===== src/rtl/rf_access_master_pkg.sv =====
// Shared types for the HMC register-file access master.
package rf_access_pkg;
   localparam int RF_ERR_W = 2;

   typedef enum logic [1:0] {IDLE, STROBE, WAIT, RESP} rf_am_state_e;

   typedef enum logic [RF_ERR_W-1:0] {
      RF_OK      = 2'b00,
      RF_INVALID = 2'b01,
      RF_TIMEOUT = 2'b10
   } rf_err_e;
endpackage


===== src/rtl/rf_access_master_if.sv =====
// Host-side request/response channels of the register-file access master.
interface rf_access_master_if #(
   parameter int AWIDTH = 4,
   parameter int WWIDTH = 64,
   parameter int RWIDTH = 64
);
   import rf_access_pkg::*;

   logic                req_valid;
   logic                req_ready;
   logic                req_write;
   logic [AWIDTH-1:0]   req_addr;
   logic [WWIDTH-1:0]   req_wdata;
   logic                rsp_valid;
   logic                rsp_ready;
   logic [RWIDTH-1:0]   rsp_rdata;
   logic [RF_ERR_W-1:0] rsp_error;

   modport master (
      output req_valid, req_write, req_addr, req_wdata, rsp_ready,
      input  req_ready, rsp_valid, rsp_rdata, rsp_error
   );

   modport slave (
      input  req_valid, req_write, req_addr, req_wdata, rsp_ready,
      output req_ready, rsp_valid, rsp_rdata, rsp_error
   );
endinterface


===== src/rtl/rf_access_master_timeout_counter.sv =====
// Wait-cycle counter for the access master; only built with RF_ACCESS_MASTER_TIMEOUT_EN.
`ifdef RF_ACCESS_MASTER_TIMEOUT_EN
module rf_timeout_counter #(
   parameter int TIMEOUT_CYCLES = 255
) (
   input  logic clk,
   input  logic res,
   input  logic clear,
   input  logic enable,
   output logic terminal
);
   logic [15:0] cnt;

   assign terminal = (cnt == 16'(TIMEOUT_CYCLES));

   // Holds at the terminal value so a stalled WAIT cannot wrap around.
   always_ff @(posedge clk) begin
      if (res || clear)
         cnt <= '0;
      else if (enable && !terminal)
         cnt <= cnt + 16'd1;
   end
endmodule
`endif


===== src/rtl/rf_access_master.sv =====
// Single-request master for the HMC register-file port: strobe, wait for completion, respond.
// Optional wait timeout enabled by RF_ACCESS_MASTER_TIMEOUT_EN.
module rf_access_master
   import rf_access_pkg::*;
#(
   parameter int HMC_RF_WWIDTH  = 64,
   parameter int HMC_RF_RWIDTH  = 64,
   parameter int HMC_RF_AWIDTH  = 4,
   parameter int TIMEOUT_CYCLES = 255
) (
   input  logic                     clk,
   input  logic                     res,
   rf_access_master_if.slave        acc,
   output logic [HMC_RF_AWIDTH-1:0] rf_address,
   output logic [HMC_RF_WWIDTH-1:0] rf_write_data,
   output logic                     rf_read_enable,
   output logic                     rf_write_enable,
   input  logic [HMC_RF_RWIDTH-1:0] rf_read_data,
   input  logic                     rf_access_complete,
   input  logic                     rf_invalid_address
);
   if (TIMEOUT_CYCLES < 1 || TIMEOUT_CYCLES > 65535) begin : g_bad_timeout
      $error("rf_access_master: TIMEOUT_CYCLES must be in 1..65535");
   end

   rf_am_state_e state;
   rf_err_e      err_q;
   logic         wr_q;

   assign acc.req_ready = (state == IDLE) && !res;
   assign acc.rsp_error = err_q;

`ifdef RF_ACCESS_MASTER_TIMEOUT_EN
   logic timeout_hit;

   rf_timeout_counter #(.TIMEOUT_CYCLES(TIMEOUT_CYCLES)) u_timeout (
      .clk      (clk),
      .res      (res),
      .clear    (state == STROBE),
      .enable   (state == WAIT),
      .terminal (timeout_hit)
   );
`endif

   always_ff @(posedge clk) begin
      if (res) begin
         state           <= IDLE;
         wr_q            <= 1'b0;
         err_q           <= RF_OK;
         rf_read_enable  <= 1'b0;
         rf_write_enable <= 1'b0;
         rf_address      <= '0;
         rf_write_data   <= '0;
         acc.rsp_valid   <= 1'b0;
         acc.rsp_rdata   <= '0;
      end else begin
         rf_read_enable  <= 1'b0;
         rf_write_enable <= 1'b0;
         case (state)
            IDLE: begin
               if (acc.req_valid) begin
                  wr_q            <= acc.req_write;
                  rf_address      <= acc.req_addr;
                  // Reads leave the previous write data on the bus.
                  if (acc.req_write)
                     rf_write_data <= acc.req_wdata;
                  rf_write_enable <= acc.req_write;
                  rf_read_enable  <= !acc.req_write;
                  state           <= STROBE;
               end
            end
            STROBE: state <= WAIT;
            WAIT: begin
               if (rf_access_complete) begin
                  acc.rsp_valid <= 1'b1;
                  acc.rsp_rdata <= (!wr_q && !rf_invalid_address) ? rf_read_data : '0;
                  err_q         <= rf_invalid_address ? RF_INVALID : RF_OK;
                  state         <= RESP;
               end
`ifdef RF_ACCESS_MASTER_TIMEOUT_EN
               else if (timeout_hit) begin
                  acc.rsp_valid <= 1'b1;
                  acc.rsp_rdata <= '0;
                  err_q         <= RF_TIMEOUT;
                  state         <= RESP;
               end
`endif
            end
            RESP: begin
               if (acc.rsp_ready) begin
                  acc.rsp_valid <= 1'b0;
                  state         <= IDLE;
               end
            end
            default: state <= IDLE;
         endcase
      end
   end
endmodule


===== src/flat_wrapper.sv =====
// flat-port wrapper written by rule: the top's interface ports become plain ports
module rf_access_master_flat import rf_access_pkg::*;
#(
   parameter int HMC_RF_WWIDTH  = 64,
   parameter int HMC_RF_RWIDTH  = 64,
   parameter int HMC_RF_AWIDTH  = 4,
   parameter int TIMEOUT_CYCLES = 255
)
  (clk, res, rf_address, rf_write_data, rf_read_enable, rf_write_enable, rf_read_data, rf_access_complete, rf_invalid_address, acc_req_valid, acc_req_write, acc_req_addr, acc_req_wdata, acc_rsp_ready, acc_req_ready, acc_rsp_valid, acc_rsp_rdata, acc_rsp_error);
  rf_access_master_if #(.AWIDTH(4), .WWIDTH(64), .RWIDTH(64)) acc_i ();
  input  logic clk;
  input  logic res;
  output logic [HMC_RF_AWIDTH-1:0] rf_address;
  output logic [HMC_RF_WWIDTH-1:0] rf_write_data;
  output logic rf_read_enable;
  output logic rf_write_enable;
  input  logic [HMC_RF_RWIDTH-1:0] rf_read_data;
  input  logic rf_access_complete;
  input  logic rf_invalid_address;
  input wire logic [$bits(acc_i.req_valid)-1:0] acc_req_valid;
  input wire logic [$bits(acc_i.req_write)-1:0] acc_req_write;
  input wire logic [$bits(acc_i.req_addr)-1:0] acc_req_addr;
  input wire logic [$bits(acc_i.req_wdata)-1:0] acc_req_wdata;
  input wire logic [$bits(acc_i.rsp_ready)-1:0] acc_rsp_ready;
  output wire logic [$bits(acc_i.req_ready)-1:0] acc_req_ready;
  output wire logic [$bits(acc_i.rsp_valid)-1:0] acc_rsp_valid;
  output wire logic [$bits(acc_i.rsp_rdata)-1:0] acc_rsp_rdata;
  output wire logic [$bits(acc_i.rsp_error)-1:0] acc_rsp_error;
  assign acc_i.req_valid = acc_req_valid;
  assign acc_i.req_write = acc_req_write;
  assign acc_i.req_addr = acc_req_addr;
  assign acc_i.req_wdata = acc_req_wdata;
  assign acc_i.rsp_ready = acc_rsp_ready;
  assign acc_req_ready = acc_i.req_ready;
  assign acc_rsp_valid = acc_i.rsp_valid;
  assign acc_rsp_rdata = acc_i.rsp_rdata;
  assign acc_rsp_error = acc_i.rsp_error;
  rf_access_master #(.HMC_RF_WWIDTH(HMC_RF_WWIDTH), .HMC_RF_RWIDTH(HMC_RF_RWIDTH), .HMC_RF_AWIDTH(HMC_RF_AWIDTH), .TIMEOUT_CYCLES(TIMEOUT_CYCLES)) u_core (.clk(clk), .res(res), .acc(acc_i), .rf_address(rf_address), .rf_write_data(rf_write_data), .rf_read_enable(rf_read_enable), .rf_write_enable(rf_write_enable), .rf_read_data(rf_read_data), .rf_access_complete(rf_access_complete), .rf_invalid_address(rf_invalid_address));
endmodule

===== config.mk =====
export PLATFORM = sky130hd
export DESIGN_NAME = rf_access_master_flat
export DESIGN_NICKNAME = d
export VERILOG_FILES = /design/src/rtl/rf_access_master_pkg.sv /design/src/rtl/rf_access_master_if.sv /design/src/rtl/rf_access_master_timeout_counter.sv /design/src/rtl/rf_access_master.sv /design/src/flat_wrapper.sv
export SDC_FILE = /design/constraint.sdc
export NUM_CORES = 1
export LEC_CHECK = 0
export ABC_AREA = 1
export CORE_ASPECT_RATIO = 0.75
export CORE_UTILIZATION = 35
export CTS_CLUSTER_DIAMETER = 80
export CTS_CLUSTER_SIZE = 8
export DETAILED_ROUTE_END_ITERATION = 8
export PLACE_DENSITY = 0.77
export SYNTH_ARGS = -nofsm -noshare
export SYNTH_HDL_FRONTEND = slang
export SYNTH_HIERARCHICAL = 1
export SYNTH_SLANG_ARGS = --single-unit

===== constraint.sdc =====
create_clock -name clk -period 1.5 [get_ports clk]
set_input_delay 0.45 -clock clk [delete_from_list [all_inputs] [get_ports clk]]
set_output_delay 0.45 -clock clk [all_outputs]
set_load 0.03 [all_outputs]

# Word-level counts from Yosys, hierarchy flattened
# Index checks and enable logic that the tools add are counted.
[classes]
bitwise = 2
mux = 9
add_sub_neg = 0
reduce_logical = 14
mul = 0
order_cmp = 0
div_mod_pow = 0
n_eq_ne = 6
shift = 0
[ops]
columns = ["cell", "count"]
rows = [
  ["$mux W64", 1],
  ["$reduce_and A3 Y1", 3],
  ["$pmux W2 S4", 1],
  ["$mux W2", 3],
  ["$ne A2 B2 Y1 const B", 3],
  ["$eq A2 B2 Y1 const B", 2],
  ["$logic_not A1 Y1", 4],
  ["$reduce_and A2 Y1", 2],
  ["$mux W1", 3],
  ["$reduce_or A3 Y1", 1],
  ["$eq A2 B1 Y1 const B", 1],
  ["$logic_and A1 B1 Y1", 2],
  ["$logic_not A2 Y1", 1],
  ["$not A1 Y1", 2],
  ["$pmux W1 S2", 1],
  ["$reduce_bool A2 Y1", 1],
]
[totals]
latch_bits = 0
inputBits = 139
ramBits = 0
out_inout_bits = 138
mem_count = 0
mem_bits_ro = 0
word_cells = 40
register_bits = 140

# Depth between registers and ports, before layout
[logic_depth]
ltp_word = 3
ltp_mapped = 9
depth_no_buf = 7

# Worst setup path after synthesis
# Ideal clock, no wire load.
[synth_timing]
path_kind = "input to output"
startpoint = "input res"
endpoint = "output acc_req_ready"
arrival_ps = 1205
required_ps = 1050
setup_slack_ps = -155
cell_stages = 3
n_path_buf = 2
cell_sequence = "buf_2 -> clkbuf_1 -> nor2_1"
[synth_via]
elab_chain_len = 2
[synth_rtl]
columns = ["element", "line", "rtl"]
rows = [
  ["from (decl)", "flat_wrapper.sv:12", "input logic res;"],
  ["$logic_not A1 Y1", "rf_access_master.sv:30", "assign acc.req_ready = (state == IDLE) && !res;"],
  ["$logic_and A1 B1 Y1", "rf_access_master.sv:30", ""],
  ["to (decl)", "flat_wrapper.sv:25", "output wire logic [$bits(acc_i.req_ready)-1:0] acc_req_ready;"],
]
# Every way passes these cells.

# Worst setup path in the final report
[layout_timing]
startpoint = "register u_core.state[0]"
endpoint = "output acc_req_ready"
[layout_via]
elab_chain_len = 2
[layout_rtl]
columns = ["element", "line", "rtl"]
rows = [
  ["from (decl)", "rf_access_master.sv:26", "rf_am_state_e state;"],
  ["from (signal assigned)", "rf_access_master.sv:47", "state <= IDLE;"],
  ["from (signal assigned)", "rf_access_master.sv:69", "state <= STROBE;"],
  ["from (signal assigned)", "rf_access_master.sv:72", "STROBE: state <= WAIT;"],
  ["$logic_not A2 Y1", "rf_access_master.sv:30", ""],
  ["$logic_and A1 B1 Y1", "rf_access_master.sv:30", ""],
]
# Every way passes these cells.

==> summary.txt <==
Place
  – Cells after DPL: 1,052
  – Placer Congestion: 0.810
  – Dpl cell area: 8100 um2
  – IO buf count: 275
  – Placement Setup Slack: -0.437 ns
  – Dpl hpwl: 10,700 um

Critical path
  – FF-to-FF Start: u_core/state[0]$_SDFFE_PP0P_
  – Critical path class: reg2out
  – Startpoint types: register
  – Worst path depth: 6
  – R2R depth: 11
  – CP required: 1.05 ns
  – CP Buf/Inv Count: 4
  – Worst-path maximum fanout: 2
  – Crit path capture type: primary output
  – Worst Path Arrival: 1.26 ns
  – CP Launch Point: u_core/state[0]$_SDFFE_PP0P_
  – Slowest-stage cell, CP: dfxtp_2
  – Largest delay share family, worst path: buffers and inverters
  – CP peak stage delay: 0.33 ns
  – Most used cell, CP: inv_2
  – Worst path cell trace: inv_2 -> buf_6 -> ha_4 -> inv_2 -> nor2_4 -> buf_12

Clock tree
  – CTS H-tree depth: 4
  – Clk buf depth: 2
  – Clock sink total: 139
  – Later-pin clock latency in the skew report: 0.41 ns
  – Root Buffer: clkbuf_16
  – CTS tree: built
  – Number of CTS-inserted buffers: 17
  – Clock transition time at the flip-flop clock pins of the worst setup and hold paths: 0.06 ns

Die
  – Core Region: 13,800 um2
  – Initial Util: 0.361
  – Row count: 37
  – Full die area: 14,700 um2
  – Number of I/O pins: 277
  – Die Wd: 140 um
  – Chip Height: 105 um

Logic synthesis
  – Cells after Synth: 626
  – Top_reg_cell synth: dfxtp_1
  – Yosys reg bits: 139
  – Count leader, synth: nor2_1
  – Post-synth top area cell: dfxtp_1
  – Post-synthesis sequential area ratio: 0.558
  – Synthesized net count: 770
  – Synth top area cells: dfxtp_1 (56%), nor2_1 (11%), nand2_1 (10%)
  – Cell Area, Synth: 4990 um2
  – Post-synth EDFFs: 0
  – Post-synthesis async set-or-reset flop share: 0
  – Top cells by count, synth: nor2_1 (143), dfxtp_1 (139), nand2_1 (139)
  – Avg Cell Area, Syn: 7.96 um2
  – Cell variety after synth: 22
  – Synth top area share: 0.558
  – Yosys synthesis warning count: 6

Finish
  – Fin area: 8960 um2
  – Number of fill cells: 1,211
  – Nets: 1,058
  – Share of post-route cells with drive strength above 1: 0.319
  – Antenna cells: 0
  – Final cell count without fillers: 1,102
  – Area grow syn2layout: 79.8%
  – Fin util: 0.650

STA
  – F_max: 585 MHz
  – Crit path time final: 1.71 ns
  – Hold WS: 0.461 ns
  – Period utilization: 1.14
  – Fin. Hold Viols: 0
  – RSZ-0062 raised after global routing: yes
  – Total negative slack: -9.79 ns
  – Final setup margin: -0.209 ns
  – Slew margin rel.: 0.648
  – Final Skew: 0.0126 ns
  – # setup viols final: 67
  – Final slew viol count: 0
  – Worst Max-Slew Pin Slew: 0.527 ns

Pwr
  – Power Total: 13.1 mW
  – Leakage: 3.76 nW
  – Max IR drop VDD: 0.790 mV
  – Power Dens Cells: 1460 nW/um2

Global routing
  – Global-route wire length before repair: 24,800 um
  – Vias in the first global route: 4,867
  – Antenna violations before repair: 0
  – Global-route total usage across every layer: 0.213
  – Largest net degree at the start of global routing: 72
  – Overflow after GRT: 0

Min path
  – Type of the most critical hold path: reg2reg
  – Min-delay src: u_core/acc.rsp_rdata[5]$_SDFFE_PP0P_
  – Hold Crit Depth: 2

Status
  – Violated checks: setup timing
  – Status: finished, violations left

Route
  – Drt wl/cell: 15.5 um
  – Post-route ant nets: 0
  – Routed vias: 5,132
  – Drt pass-1 iters: 4
  – Vias/cell: 4.66
  – Wirelength, routed: 17,100 um
  – DR DRC count: 0
  – DRT iter0 DRCs: 239

Job
  – Maxcap violations: 0
==> kinds of logic after synthesis <==
group / after synthesis / share of synthesized area
adders and majority gates: 5 / 0.0125
DFF: 139 / 0.558
buffers and inverters: 55 / 0.0690
other: 1 / 0.000752
AOI/OAI and AO/OA: 135 / 0.136
and+or+nand+nor: 291 / 0.223
==> cells in the final DEF, fill, tap and decap left out, types with 5 or more instances in the layout <==
cell type        Yosys  final
buf_12               0     35
nor2_1             143     71
inv_1               10      5
buf_4                7     24
buf_6               13      7
nand2_1            139    138
buf_2               10    101
nor2_4               1     49
dfxtp_1            139    137
inv_6                0      5
clkdlybuf4s50_1      0    137
a21oi_1             66     66
clkinv_4             0      5
clkbuf_16            0     24
nor2_2               0     24
o21ai_0             46     44
o21ai_1             22     23
==> tightest hold or removal path, stage by stage (launching register included) <==
cell	delay, ns
dfxtp_1	0.30
nand2_1	0.06
a21oi_1	0.05
==> power by group <==
part           internal, mW  switching (mW)
Sequential             4.18           0.290
Combinational          2.05            2.63
Clock                  2.23            1.69
Total                  8.47            4.61
==> flip-flops by register name, indices dropped and copies added, names as in the netlist <==
register	count
u_core/rf_write_data	64
u_core/acc.rsp_rdata	64
u_core/rf_address	4
u_core/state	2
u_core/rf_write_enable	1
u_core/acc.rsp_error	1
u_core/wr_q	1
u_core/rf_read_enable	1
u_core/acc.rsp_valid	1
==> area by class of cell <==
type	count	area (um2)	share of cell area
sequential	139	2790	0.311
timing repair buffer	312	3030	0.338
timing repair inverter	1	11.3	0.00126
multi-input combinational	432	2320	0.258
inverter	11	46.3	0.00516
clock buffer	19	453	0.0505
clock inverter	13	106	0.0119
tap	175	219	0.0244
==> worst paths after layout <==
path | slack (ns) | endpoint
max | -0.21 | acc_req_ready
min | 0.46 | u_core/acc.rsp_rdata[5]$_SDFFE_PP0P_
max reg2reg | -0.19 | u_core/rf_write_data[30]$_SDFFE_PP0P_
min reg2reg | 0.46 | u_core/acc.rsp_rdata[5]$_SDFFE_PP0P_
==> routing by layer <==
layer | track usage | routed length (um)
met1 | 0.253 | 7340
met2 | 0.360 | 8360
met3 | 0.0709 | 1030
met4 | 0.0761 | 335
met5 | 0 | 0
==> repair_timing <==
action / in CTS / in global routing
buffers inserted: 2 / 4
hold buffers: 0 / 0
pin swaps: 1 / 10
gates cloned: 0 / 12
setup endpoints to repair: 192 / 159
hold endpoints to repair: 0 / 0
gates resized for setup: 460 / 198
Note: power is estimated with default switching activity, not from simulation.
